--- src/rtl/sram_arb_pkg.sv ---
// Shared encodings for the two-port SRAM arbiter: FSM states, strobe patterns,
// default latencies and port indices.
package sram_arb_pkg;

    typedef enum logic [2:0] {
        IDLE   = 3'd0,
        READ   = 3'd1,
        RMW_RD = 3'd2,
        WRITE  = 3'd3,
        DONE   = 3'd4
    } state_t;

    localparam int DEF_RD_LATENCY = 1;
    localparam int DEF_WR_LATENCY = 1;

    localparam logic PORT_CPU = 1'b0;
    localparam logic PORT_SEC = 1'b1;

    // Strobe bundle order: {cs, oe, wr, ub_b, lb_b}, all active-low
    localparam logic [4:0] STRB_IDLE  = 5'b11111;
    localparam logic [4:0] STRB_READ  = 5'b00100;
    localparam logic [4:0] STRB_WRITE = 5'b01000;

    function automatic logic [1:0] port_mask(input logic port);
        return port ? 2'b10 : 2'b01;
    endfunction

endpackage

--- src/rtl/sram_rr_arbiter.sv ---
// Two-way round-robin pick; last_grant remembers the most recent winner so a
// tie always goes to the other port.
module sram_rr_arbiter
    import sram_arb_pkg::*;
(
    input  logic       clk,
    input  logic       rst,
    input  logic [1:0] req,
    input  logic       grant_en,
    output logic       grant_vld,
    output logic       grant_port
);

    logic last_grant;

    always_comb begin
        grant_vld  = grant_en && (req != 2'b00);
        grant_port = PORT_CPU;
        if (req == 2'b11) begin
            grant_port = ~last_grant;
        end else if (req[1]) begin
            grant_port = PORT_SEC;
        end
    end

    always_ff @(posedge clk or posedge rst) begin
        if (rst) begin
            last_grant <= PORT_SEC;
        end else if (grant_vld) begin
            last_grant <= grant_port;
        end
    end

endmodule

--- src/rtl/sram_arbiter.sv ---
// Two-port asynchronous-SRAM controller: round-robin grant, read, full write
// and read-modify-write for partial byte enables, with registered strobes.
module sram_arbiter
    import sram_arb_pkg::*;
#(
    parameter int RD_LATENCY = DEF_RD_LATENCY,
    parameter int WR_LATENCY = DEF_WR_LATENCY
) (
    input  logic        clk,
    input  logic        rst,
    input  logic [1:0]  req_rd,
    input  logic [1:0]  req_wr,
    input  logic [18:0] req_addr0,
    input  logic [18:0] req_addr1,
    input  logic [3:0]  req_be0,
    input  logic [3:0]  req_be1,
    input  logic [31:0] req_wdata0,
    input  logic [31:0] req_wdata1,
    output logic [31:0] rdata,
    output logic [1:0]  rdy,
    output logic        ram_cs,
    output logic        ram_oe,
    output logic        ram_wr,
    output logic        ram_ub_b,
    output logic        ram_lb_b,
    output logic [18:0] ram_addr,
    output logic [31:0] ram_dout,
    output logic        ram_dout_oe,
    input  logic [31:0] ram_din
);

    localparam logic [2:0] RD_LAT = 3'(RD_LATENCY);
    localparam logic [2:0] WR_LAT = 3'(WR_LATENCY);

    state_t      state_q, state_d;
    logic [2:0]  lcount_q, lcount_d;
    logic        port_q, port_d;
    logic [3:0]  be_q, be_d;
    logic [31:0] wdata_q, wdata_d;
    logic [4:0]  strb_q, strb_d;
    logic [31:0] rdata_d;
    logic [1:0]  rdy_d;
    logic [18:0] addr_d;
    logic [31:0] dout_d;
    logic        dout_oe_d;

    logic [1:0]  req;
    logic        grant_vld;
    logic        grant_port;
    logic [18:0] sel_addr;
    logic [3:0]  sel_be;
    logic [31:0] sel_wdata;
    logic        sel_rd;

    function automatic logic [31:0] byte_merge(input logic [3:0]  be,
                                               input logic [31:0] wd,
                                               input logic [31:0] rd);
        logic [31:0] m;
        for (int i = 0; i < 4; i++) begin
            m[8*i +: 8] = be[i] ? wd[8*i +: 8] : rd[8*i +: 8];
        end
        return m;
    endfunction

    assign req       = req_rd | req_wr;
    assign sel_addr  = grant_port ? req_addr1  : req_addr0;
    assign sel_be    = grant_port ? req_be1    : req_be0;
    assign sel_wdata = grant_port ? req_wdata1 : req_wdata0;
    assign sel_rd    = grant_port ? req_rd[1]  : req_rd[0];

    assign {ram_cs, ram_oe, ram_wr, ram_ub_b, ram_lb_b} = strb_q;

    sram_rr_arbiter u_rr (
        .clk        (clk),
        .rst        (rst),
        .req        (req),
        .grant_en   (state_q == IDLE),
        .grant_vld  (grant_vld),
        .grant_port (grant_port)
    );

    always_comb begin
        state_d   = state_q;
        lcount_d  = lcount_q;
        port_d    = port_q;
        be_d      = be_q;
        wdata_d   = wdata_q;
        strb_d    = strb_q;
        rdata_d   = rdata;
        rdy_d     = 2'b00;
        addr_d    = ram_addr;
        dout_d    = ram_dout;
        dout_oe_d = ram_dout_oe;

        case (state_q)
            IDLE: begin
                if (grant_vld) begin
                    port_d  = grant_port;
                    be_d    = sel_be;
                    wdata_d = sel_wdata;
                    if (sel_rd) begin
                        strb_d   = STRB_READ;
                        addr_d   = sel_addr;
                        lcount_d = RD_LAT;
                        state_d  = READ;
                    end else if (sel_be == 4'hF) begin
                        strb_d    = STRB_WRITE;
                        addr_d    = sel_addr;
                        dout_d    = sel_wdata;
                        dout_oe_d = 1'b1;
                        lcount_d  = WR_LAT;
                        state_d   = WRITE;
                    end else if (sel_be != 4'h0) begin
                        strb_d   = STRB_READ;
                        addr_d   = sel_addr;
                        lcount_d = RD_LAT;
                        state_d  = RMW_RD;
                    end else begin
                        // Empty write: pass through WRITE with no strobes so rdy lands one cycle later
                        lcount_d = 3'd0;
                        state_d  = WRITE;
                    end
                end
            end
            READ: begin
                if (lcount_q != 3'd0) begin
                    lcount_d = lcount_q - 3'd1;
                end else begin
                    rdata_d = ram_din;
                    strb_d  = STRB_IDLE;
                    rdy_d   = port_mask(port_q);
                    state_d = DONE;
                end
            end
            RMW_RD: begin
                if (lcount_q != 3'd0) begin
                    lcount_d = lcount_q - 3'd1;
                end else begin
                    // oe releases on the same edge dout_oe rises, so the bus never fights
                    dout_d    = byte_merge(be_q, wdata_q, ram_din);
                    dout_oe_d = 1'b1;
                    strb_d    = STRB_WRITE;
                    lcount_d  = WR_LAT;
                    state_d   = WRITE;
                end
            end
            WRITE: begin
                if (lcount_q != 3'd0) begin
                    lcount_d = lcount_q - 3'd1;
                end else begin
                    strb_d    = STRB_IDLE;
                    dout_oe_d = 1'b0;
                    rdy_d     = port_mask(port_q);
                    state_d   = DONE;
                end
            end
            DONE: begin
                state_d = IDLE;
            end
            default: begin
                strb_d    = STRB_IDLE;
                dout_oe_d = 1'b0;
                state_d   = IDLE;
            end
        endcase
    end

    always_ff @(posedge clk or posedge rst) begin
        if (rst) begin
            state_q     <= IDLE;
            lcount_q    <= 3'd0;
            strb_q      <= STRB_IDLE;
            rdata       <= 32'h0;
            rdy         <= 2'b00;
            ram_addr    <= 19'h0;
            ram_dout    <= 32'h0;
            ram_dout_oe <= 1'b0;
        end else begin
            state_q     <= state_d;
            lcount_q    <= lcount_d;
            strb_q      <= strb_d;
            rdata       <= rdata_d;
            rdy         <= rdy_d;
            ram_addr    <= addr_d;
            ram_dout    <= dout_d;
            ram_dout_oe <= dout_oe_d;
        end
    end

    always_ff @(posedge clk) begin
        port_q  <= port_d;
        be_q    <= be_d;
        wdata_q <= wdata_d;
    end

endmodule
--- config.mk ---
export PLATFORM = sky130hd
export DESIGN_NAME = sram_arbiter
export DESIGN_NICKNAME = d
export VERILOG_FILES = /design/src/rtl/sram_arb_pkg.sv /design/src/rtl/sram_rr_arbiter.sv /design/src/rtl/sram_arbiter.sv
export SDC_FILE = /design/constraint.sdc
export NUM_CORES = 1
export LEC_CHECK = 0
export ABC_AREA = 1
export BUFFER_PORTS_ARGS = -buffer_cell sky130_fd_sc_hd__buf_2
export CORE_ASPECT_RATIO = 1.2
export CORE_MARGIN = 2
export CORE_UTILIZATION = 43
export CTS_CLUSTER_DIAMETER = 150
export DETAILED_ROUTE_END_ITERATION = 6
export PLACE_DENSITY = 0.74
export SLEW_MARGIN = 20
export SYNTH_ARGS = -nofsm -noshare
export SYNTH_HDL_FRONTEND = slang
export SYNTH_SLANG_ARGS = --single-unit
--- constraint.sdc ---
create_clock -name clk -period 3.1 [get_ports clk]
set_input_delay 0.62 -clock clk [delete_from_list [all_inputs] [get_ports clk]]
set_output_delay 0.62 -clock clk [all_outputs]
set_load 0.05 [all_outputs]
==> results of run 1 <==
## registers in the layout (all words and copies together), names as in the netlist, 2 cells and up
register and cells:
strb_q 3, be_q 4, rdata 32, state_q 3, ram_addr 19, rdy 2
wdata_q 32, ram_dout 32, lcount_q 3
## logic make-up after synthesis
group,after synthesis
buffers and inverters,108
AO/OA/AOI/OAI,142
adder cells (fa/ha/maj),2
AND/OR/NAND/NOR,375
flip-flops,133
## cell usage after synthesis (all sizes together)
cell type	instances
dfstp	4
dfrtp	92
edfxtp	37
o211ai	32
nand3b	2
clkinv	1
nand3	9
ha	2
clkbuf	19
nor3b	1
o21ai	104
buf	25
nor4	1
inv	63
a21oi	4
a22oi	1
nor2	18
nor3	2
o22ai	1
nand2	342
## cells in the final DEF (no fill, tap or decap), types with 4 or more instances in the layout
cell,n
dfrtp_1,92
nand2_1,337
nand3_1,8
dfstp_2,4
inv_1,57
buf_4,6
nor2_1,14
o21ai_0,70
o21ai_2,21
buf_2,238
o21ai_1,12
inv_2,5
inv_6,4
clkbuf_16,17
clkinvlp_4,4
o211ai_1,32
edfxtp_1,37
## power by group through the flow
stage          Sequential, µW  Clock [µW]  Combinational (µW)
3_5_place_dp             3240           0                5490
5_1_grt                  3330        2230                5930
2_1_floorplan            5070           0                2410
6_report                 3220        2100                5440
4_1_cts                  3230        2150                5500
3_3_place_gp             3220           0                5390
## routing by layer
metal / up-vias / share of wire / wire, µm
met5: - / 0 / 0
met4: 0 / 0.0088 / 150
met3: 11 / 0.062 / 1070
met2: 220 / 0.51 / 8620
met1: 2626 / 0.42 / 7230
li1: 2873 / - / -
## through the flow
stage,area (µm²),hold slack [ns],instances
floorplan,6400,0.405,760
global placement,7700,0.433,1162
detailed placement,7700,0.454,1162
CTS,8320,0.384,1194
global route,8320,0.410,1194
finish,8320,0.320,1194
## worst max-delay path: cells and delay by family (launching register included)
| kind | cells | cell delay [ns] |
|---|---|---|
| fa+ha+maj | 1 | 0.15 |
| buf+inv | 3 | 0.53 |
| compound gates | 2 | 0.18 |
| flops | 1 | 0.37 |
| simple gates | 4 | 0.86 |
## final cells by class
cell class                 instances  share of cell area
sequential                       133               0.423
clock buffer                      19              0.0544
inverter                          64              0.0296
clock inverter                    13              0.0205
multi-input combinational        519               0.289
timing repair buffer             246               0.153
tap                              200              0.0301
## worst paths after layout
kind	slack [ns]	end	depth (start not counted)	from
worst max-delay path	0.89	ram_dout[14]	10	lcount_q[0]
worst min-delay path	0.32	ram_dout[28]	3	rst
worst max register to register	0.89	ram_dout[14]	10	lcount_q[0]
worst min register to register	0.45	rdy[0]	1	port_q
max in group asynchronous	2.29	u_rr.last_grant	3	rst
min in group clk	0.45	rdy[0]	1	port_q
==> metrics.txt, run 1 <==
status finished clean; register area share after synthesis 0.550; Clock power frac 0.195; Top Usage Layer GRT met2; average wire per standard cell 14.3 µm; initial drt markers 421; gr usage total 0.219; Port Buf Inserts 238; Num CTS Buffers 17; Worst Tran Pin Value 0.944 ns; GR Layer Usage met1 0.259; Max clock buf depth 2; Sw Share 0.498; CTS clk-pin slew, worst paths 0.06 ns; Gate Count Post-Synth 760; first-pass GRT wire length 27,000 µm; fin crit share 0.713; clk sinks 133; syn_nets 910; vias in the first global route 5,537; final hold viol count 0; f_max 0.453 GHz; Period minus WS final 2.21 ns; Congestion Overflow GR 0; Clk Latency, worst-skew pair 0.41 ns; crit path kind flop to flop; Vias 5,730; post-synthesis mux area share 0; Total Power 10,800 µW; pin count of the biggest net entering global routing 97; worst-path maximum fanout 32; gpl congestion 0.779; Pwr per Cell Area 1290 nW/µm²; drt via density 4.80; postcts setup bufs 0; I/O Pins 239; setup_tns 0 ns; synthesized area per cell 8.42 µm²; core area 14,500 µm²; simple-gate area share of the yosys netlist 0.229; initial antenna violation count 0; adder-cell area share of the yosys netlist 0.00391; Syn. warnings 0; worst hold path class input port to asynchronous set/reset pin; combinational share of power 0.505; met2 GRT Util 0.397; CP max stage delay 0.37 ns; post-synth top area share 0.360; Die W 115 µm; part of the power in registers 0.299; Die H 138 µm; post-synthesis xor/xnor area fraction 0; CP Capture Type flop; Detailed Place HPWL 12,200 µm; Synth Area in Compound Gates 0.138; fin util 0.575; switching power 5360 µW; Synth cell types 34; final setup fails 0; Slowest-stage cell, CP dfrtp_1; drt first pass iters 5; CTS tree built; fin worst setup slack 0.891 ns; main combinational cell family by area after synthesis simple AND/OR/NAND/NOR gates; DRC 0; FF+latch area 3520 µm²; ANT cells 0; MaxCap Viol Count 0; register bit total from synthesis 133; critical path arrival 2.50 ns; hold_buf cts 0; post-cts sizing count 0; Die ar. 15,900 µm²; # fillers 1,355; Setup crit start kind flop; Clock Skews 0.0121 ns; RSZ-0062 raised after global routing no; internal power 5410 µW; antenna viol nets, final 0; row count 48; Leak 0.00442 µW; layout cells sized above 1 0.324; Final Max Tran Viols 0; Layout Nets 1,131; H-tree depth 4; slew margin rel. 0.370; synth top area cells dfrtp_1 (36%), nand2_1 (20%), edfxtp_1 (17%), o21ai_0 (5.5%), o211ai_1 (3.8%); DP Worst Slack 0.478 ns; Max VDD drop 0.641 mV; CP cell instances inv_1 > ha_1 > nand2_1 > inv_1 > o21ai_0 > nor2_1 > nand3_4 > buf_12 > nand2_1 > o21ai_2; area leader, netlist dfrtp_1; multi-input combinational cell area 2410 µm²; grt met3 use 0.0528; netlist area before placement 6400 µm²; required time of the critical path 3.39 ns; Initial Util 0.442; overall routed net length 17,100 µm; Syn-to-layout area delta 30.1%; clk root buf clkbuf_16
No activity file was read; power rests on OpenSTA's default activity.
==> inputs of run 2 (changes only) <==
--- a/config.mk
+++ b/config.mk
@@ -12,7 +12,7 @@
 export CORE_UTILIZATION = 43
 export CTS_CLUSTER_DIAMETER = 150
 export DETAILED_ROUTE_END_ITERATION = 6
-export PLACE_DENSITY = 0.74
+export PLACE_DENSITY = 0.71
 export SLEW_MARGIN = 20
 export SYNTH_ARGS = -nofsm -noshare
 export SYNTH_HDL_FRONTEND = slang
==> constraint.sdc (replaced) <==
create_clock -name clk -period 2.2 [get_ports clk]
set_input_delay 0.44 -clock clk [delete_from_list [all_inputs] [get_ports clk]]
set_output_delay 0.44 -clock clk [all_outputs]
set_load 0.05 [all_outputs]
==> metrics.txt, run 2 (synthesized netlist as in run 1, its figures left out) <==
worst r2r src state_q[2]; core area 14,500 µm²; Setup crit start kind flop; Port Buf Inserts 238; H-tree depth 4; Layout Nets 1,139; most frequent cells in the layout nand2_1 (337), buf_2 (238), dfrtp_1 (92), o21ai_0 (70), inv_1 (57); Period minus WS final 1.95 ns; vias in the first global route 5,259; Vias 5,691; Max clock buf depth 2; Syn-to-layout area delta 32.2%; slew margin rel. 0.633; layout cells sized above 1 0.326; average wire per standard cell 13.8 µm; Fin Hold WS 0.129 ns; Worst Tran Pin Value 0.551 ns; setup_tns 0 ns; crit path kind flop to flop; gpl congestion 0.867; clk sinks 133; FF-to-FF path depth 10; Clk Latency, worst-skew pair 0.40 ns; gr usage total 0.211; worst hold path class input port to asynchronous set/reset pin; post-cts sizing count 0; final setup fails 0; CP Capture Type flop; fin crit share 0.887; status finished clean; # fillers 1,341; pin count of the biggest net entering global routing 61; Die ar. 15,900 µm²; required time of the critical path 2.53 ns; Detailed Place HPWL 12,400 µm; Congestion Overflow GR 0; initial antenna violation count 1; final hold viol count 0; Reg2Reg Capture Point ram_dout[21]; row count 48; leading cell type in the layout, fill and taps excluded nand2_1; drt first pass iters 4; drt via density 4.73; first-pass GRT wire length 25,900 µm; critical path arrival 2.28 ns; I/O Pins 239; Die H 138 µm; Pwr per Cell Area 1830 nW/µm²; f_max 0.512 GHz; MaxCap Viol Count 0; biggest registers after layout ram_dout (32), rdata (32), wdata_q (32); Final Max Tran Viols 0; antenna viol nets, final 0; register-to-register setup slack 0.25 ns; Max VDD drop 0.854 mV; Die W 115 µm; overall routed net length 16,600 µm; CTS clk-pin slew, worst paths 0.06 ns; CTS tree built; Clock Skews 0.0112 ns; worst-path maximum fanout 25; hold_buf cts 0; clk root buf clkbuf_16; postcts setup bufs 0; Leak 0.00449 µW; RSZ-0062 raised after global routing no; initial drt markers 349; fin util 0.584; Num CTS Buffers 17; Initial Util 0.442; DRC 0
[run 2: cell count changes in the layout (fill, tap and decap cells not counted), sizes merged]
cell      previous run  this run
bufinv               3         6
buf                246       254
diode                0         1
clkinvlp             4         3
clkbuf              19        20
inv                 67        64
[run 2: per-layer routing]
| metal | share of wire | track usage | vias to the layer above |
|---|---|---|---|
| met5 | 0 | 0 | - |
| met2 | 0.50 | 0.376 | 214 |
| met1 | 0.43 | 0.257 | 2574 |
| met3 | 0.063 | 0.0497 | 10 |
| li1 | - | - | 2893 |
| met4 | 0.0090 | 0.0549 | 0 |
[run 2: per-stage QoR]
step	std cells	area, µm²	worst slack, ns	total power (µW)
3_3_place_gp	1170	7780	0.229	12300
4_1_cts	1202	8450	0.232	15700
3_5_place_dp	1170	7780	0.180	12400
2_1_floorplan	760	6410	0.195	10500
6_report	1203	8460	0.248	15500
5_1_grt	1202	8450	0.0582	16500
[run 2: area by class of cell]
type | instances | area [µm²] | share of cell area
Sequential cell | 133 | 3520 | 0.416
Clock inverter | 12 | 225 | 0.0266
Tap cell | 200 | 250 | 0.0296
Multi-Input combinational cell | 519 | 2410 | 0.285
Inverter | 64 | 246 | 0.0291
Clock buffer | 20 | 447 | 0.0528
Antenna cell | 1 | 2.50 | 0.000296
Timing Repair Buffer | 254 | 1360 | 0.161
[run 2: power by group]
part | internal, µW | total [µW] | switching, µW
clock | 2160 | 3200 | 1040
sequential | 3900 | 4540 | 638
combinational | 1940 | 7750 | 5810
[run 2: critical path: stages, from the launching register on]
cell	delay [ns]
dfrtp_1	0.39
nor2_1	0.20
nand2_1	0.15
nor2_1	0.23
inv_2	0.05
o21ai_0	0.10
nor2_1	0.15
nand3_4	0.12
buf_4	0.28
nand2_1	0.09
o21ai_1	0.09
[run 2: worst max-delay path by stage]
stage	start	end	slack (ns)	depth (start not counted)
2_1_floorplan	state_q[2]	ram_addr[0]	0.19	8
3_3_place_gp	req_wr[1]	ram_addr[5]	0.23	13
3_5_place_dp	req_wr[1]	ram_addr[4]	0.18	13
4_1_cts	state_q[2]	ram_dout[21]	0.23	10
5_1_grt	state_q[2]	ram_dout[25]	0.06	10
6_report	state_q[2]	ram_dout[21]	0.25	10
==> inputs of run 3 (changes only) <==
--- a/config.mk
+++ b/config.mk
@@ -9,10 +9,10 @@
 export BUFFER_PORTS_ARGS = -buffer_cell sky130_fd_sc_hd__buf_2
 export CORE_ASPECT_RATIO = 1.2
 export CORE_MARGIN = 2
-export CORE_UTILIZATION = 43
+export CORE_UTILIZATION = 40
 export CTS_CLUSTER_DIAMETER = 150
 export DETAILED_ROUTE_END_ITERATION = 6
-export PLACE_DENSITY = 0.71
+export PLACE_DENSITY = 0.67
 export SLEW_MARGIN = 20
 export SYNTH_ARGS = -nofsm -noshare
 export SYNTH_HDL_FRONTEND = slang
==> metrics.txt, run 3 (synthesized netlist as in run 1, its figures left out) <==
Pwr per Cell Area 1810 nW/µm²; Period minus WS final 2.00 ns; Worst Tran Pin Value 0.569 ns; H-tree depth 4; Reg2Reg Capture Point ram_dout[4]; Crit. path cell count 10; setup_tns 0 ns; most frequent cells in the layout nand2_1 (337), buf_2 (238), dfrtp_1 (92), o21ai_0 (70), inv_1 (57); gr usage total 0.201; Placed Cells 1,177; drt via density 4.73; worst hold path class input port to asynchronous set/reset pin; final setup fails 0; Top Family by Delay on Critical Path simple AND/OR/NAND/NOR gates; crit path to ram_dout[4]; crit path kind flop to flop; required time of the critical path 2.53 ns; CP cell instances nor2_1 > nand2_1 > nor2_1 > inv_2 > o21ai_0 > nor2_1 > nand3_4 > buf_12 > nand2_1 > o21ai_2; status finished clean; FF-to-FF path depth 10; Layout Nets 1,138; drt first pass iters 4; overall routed net length 16,700 µm; post-cts sizing count 0; clk sinks 133; Leak 0.00445 µW; f_max 0.500 GHz; clk root buf clkbuf_16; Num CTS Buffers 17; RSZ-0062 raised after global routing no; critical path arrival 2.33 ns; Finished Layout Cells 1,209; MaxCap Viol Count 0; worst r2r src state_q[2]; CTS tree built; fin crit share 0.909; register-to-register setup slack 0.20 ns; Vias 5,713; Port Buf Inserts 238; sum of buffers and inverters on the critical path 2; layout cells sized above 1 0.328; hold_buf cts 0; row count 50; leading cell type in the layout, fill and taps excluded nand2_1; CTS clk-pin slew, worst paths 0.06 ns; Slowest-stage cell, CP dfrtp_1; worst-path maximum fanout 40; Final Max Tran Viols 0; Syn-to-layout area delta 31.2%; ANT cells 0; gpl congestion 0.822; Detailed Place HPWL 12,300 µm; biggest registers after layout ram_dout (32), rdata (32), wdata_q (32); CP Capture Type flop; initial antenna violation count 0; postcts setup bufs 0; core area 15,600 µm²; Clock Skews 0.0120 ns; vias in the first global route 5,463; slew margin rel. 0.620; DRC 0; Die ar. 17,000 µm²; final hold viol count 0; Clk Latency, worst-skew pair 0.41 ns; Initial Util 0.409; average wire per standard cell 13.8 µm; antenna viol nets, final 0; Max clock buf depth 2; pin count of the biggest net entering global routing 97; CP max stage delay 0.39 ns; # fillers 1,523; Critical path origin state_q[2]; crit-path most repeated cell nor2_1; I/O Pins 239; Die H 143 µm; first-pass GRT wire length 26,900 µm; initial drt markers 228; Setup crit start kind flop; Max VDD drop 0.936 mV; Congestion Overflow GR 0; Die W 119 µm
run 3: cell types whose count changed in the layout (fill, tap and decap cells not counted), moves of 2 or more:
cell        delta
buf_4          -2
bufinv_16      -4
clkinvlp_4     +2
inv_6          +2
run 3: how the worst min path moves through the flow:
stage	cells after the start	slack, ns	start	endpoint
detailed placement	1	0.43	port_q	rdy[0]
global placement	1	0.43	port_q	rdy[0]
finish	3	0.17	rst	ram_dout[31]
CTS	3	0.21	rst	ram_dout[30]
global route	3	0.22	rst	ram_dout[1]
floorplan	1	0.41	port_q	rdy[0]
run 3: tightest hold or removal path: stages:
cell and delay [ns]:
buf_2 0.11, clkinvlp_4 0.07, buf_12 0.41
run 3: area by class of cell:
type	instances	area, µm²	share of cell area
flip-flops and latches	133	3520	0.419
multi-input cells	519	2410	0.287
repair buffers	253	1360	0.162
clock buffers	19	454	0.0541
well taps	208	260	0.0310
inverters	64	246	0.0294
clock inverters	13	148	0.0176
run 3: power by group:
group	switching, µW	internal, µW	total [µW]
sequential	644	3900	4540
clock	1120	1750	2870
combinational	5820	1940	7760
total	7590	7590	15200
run 3: through the flow:
step | instance area [µm²] | util | power, µW | hold WS, ns | setup WS (ns)
finish | 8390 | 0.536 | 15200 | 0.171 | 0.201
global route | 8390 | 0.536 | 16200 | 0.220 | 0.00254
CTS | 8390 | 0.536 | 15300 | 0.208 | 0.139
detailed placement | 7780 | 0.498 | 12400 | 0.428 | 0.127
global placement | 7780 | 0.498 | 12300 | 0.433 | 0.159
floorplan | 6410 | - | 10500 | 0.405 | 0.195
run 3: per-layer routing:
metal	global-route usage	share of wire	vias to the layer above
li1	-	-	2888
met1	0.249	0.44	2600
met2	0.354	0.49	212
met3	0.0485	0.061	13
met4	0.0526	0.011	0
met5	0	0	-
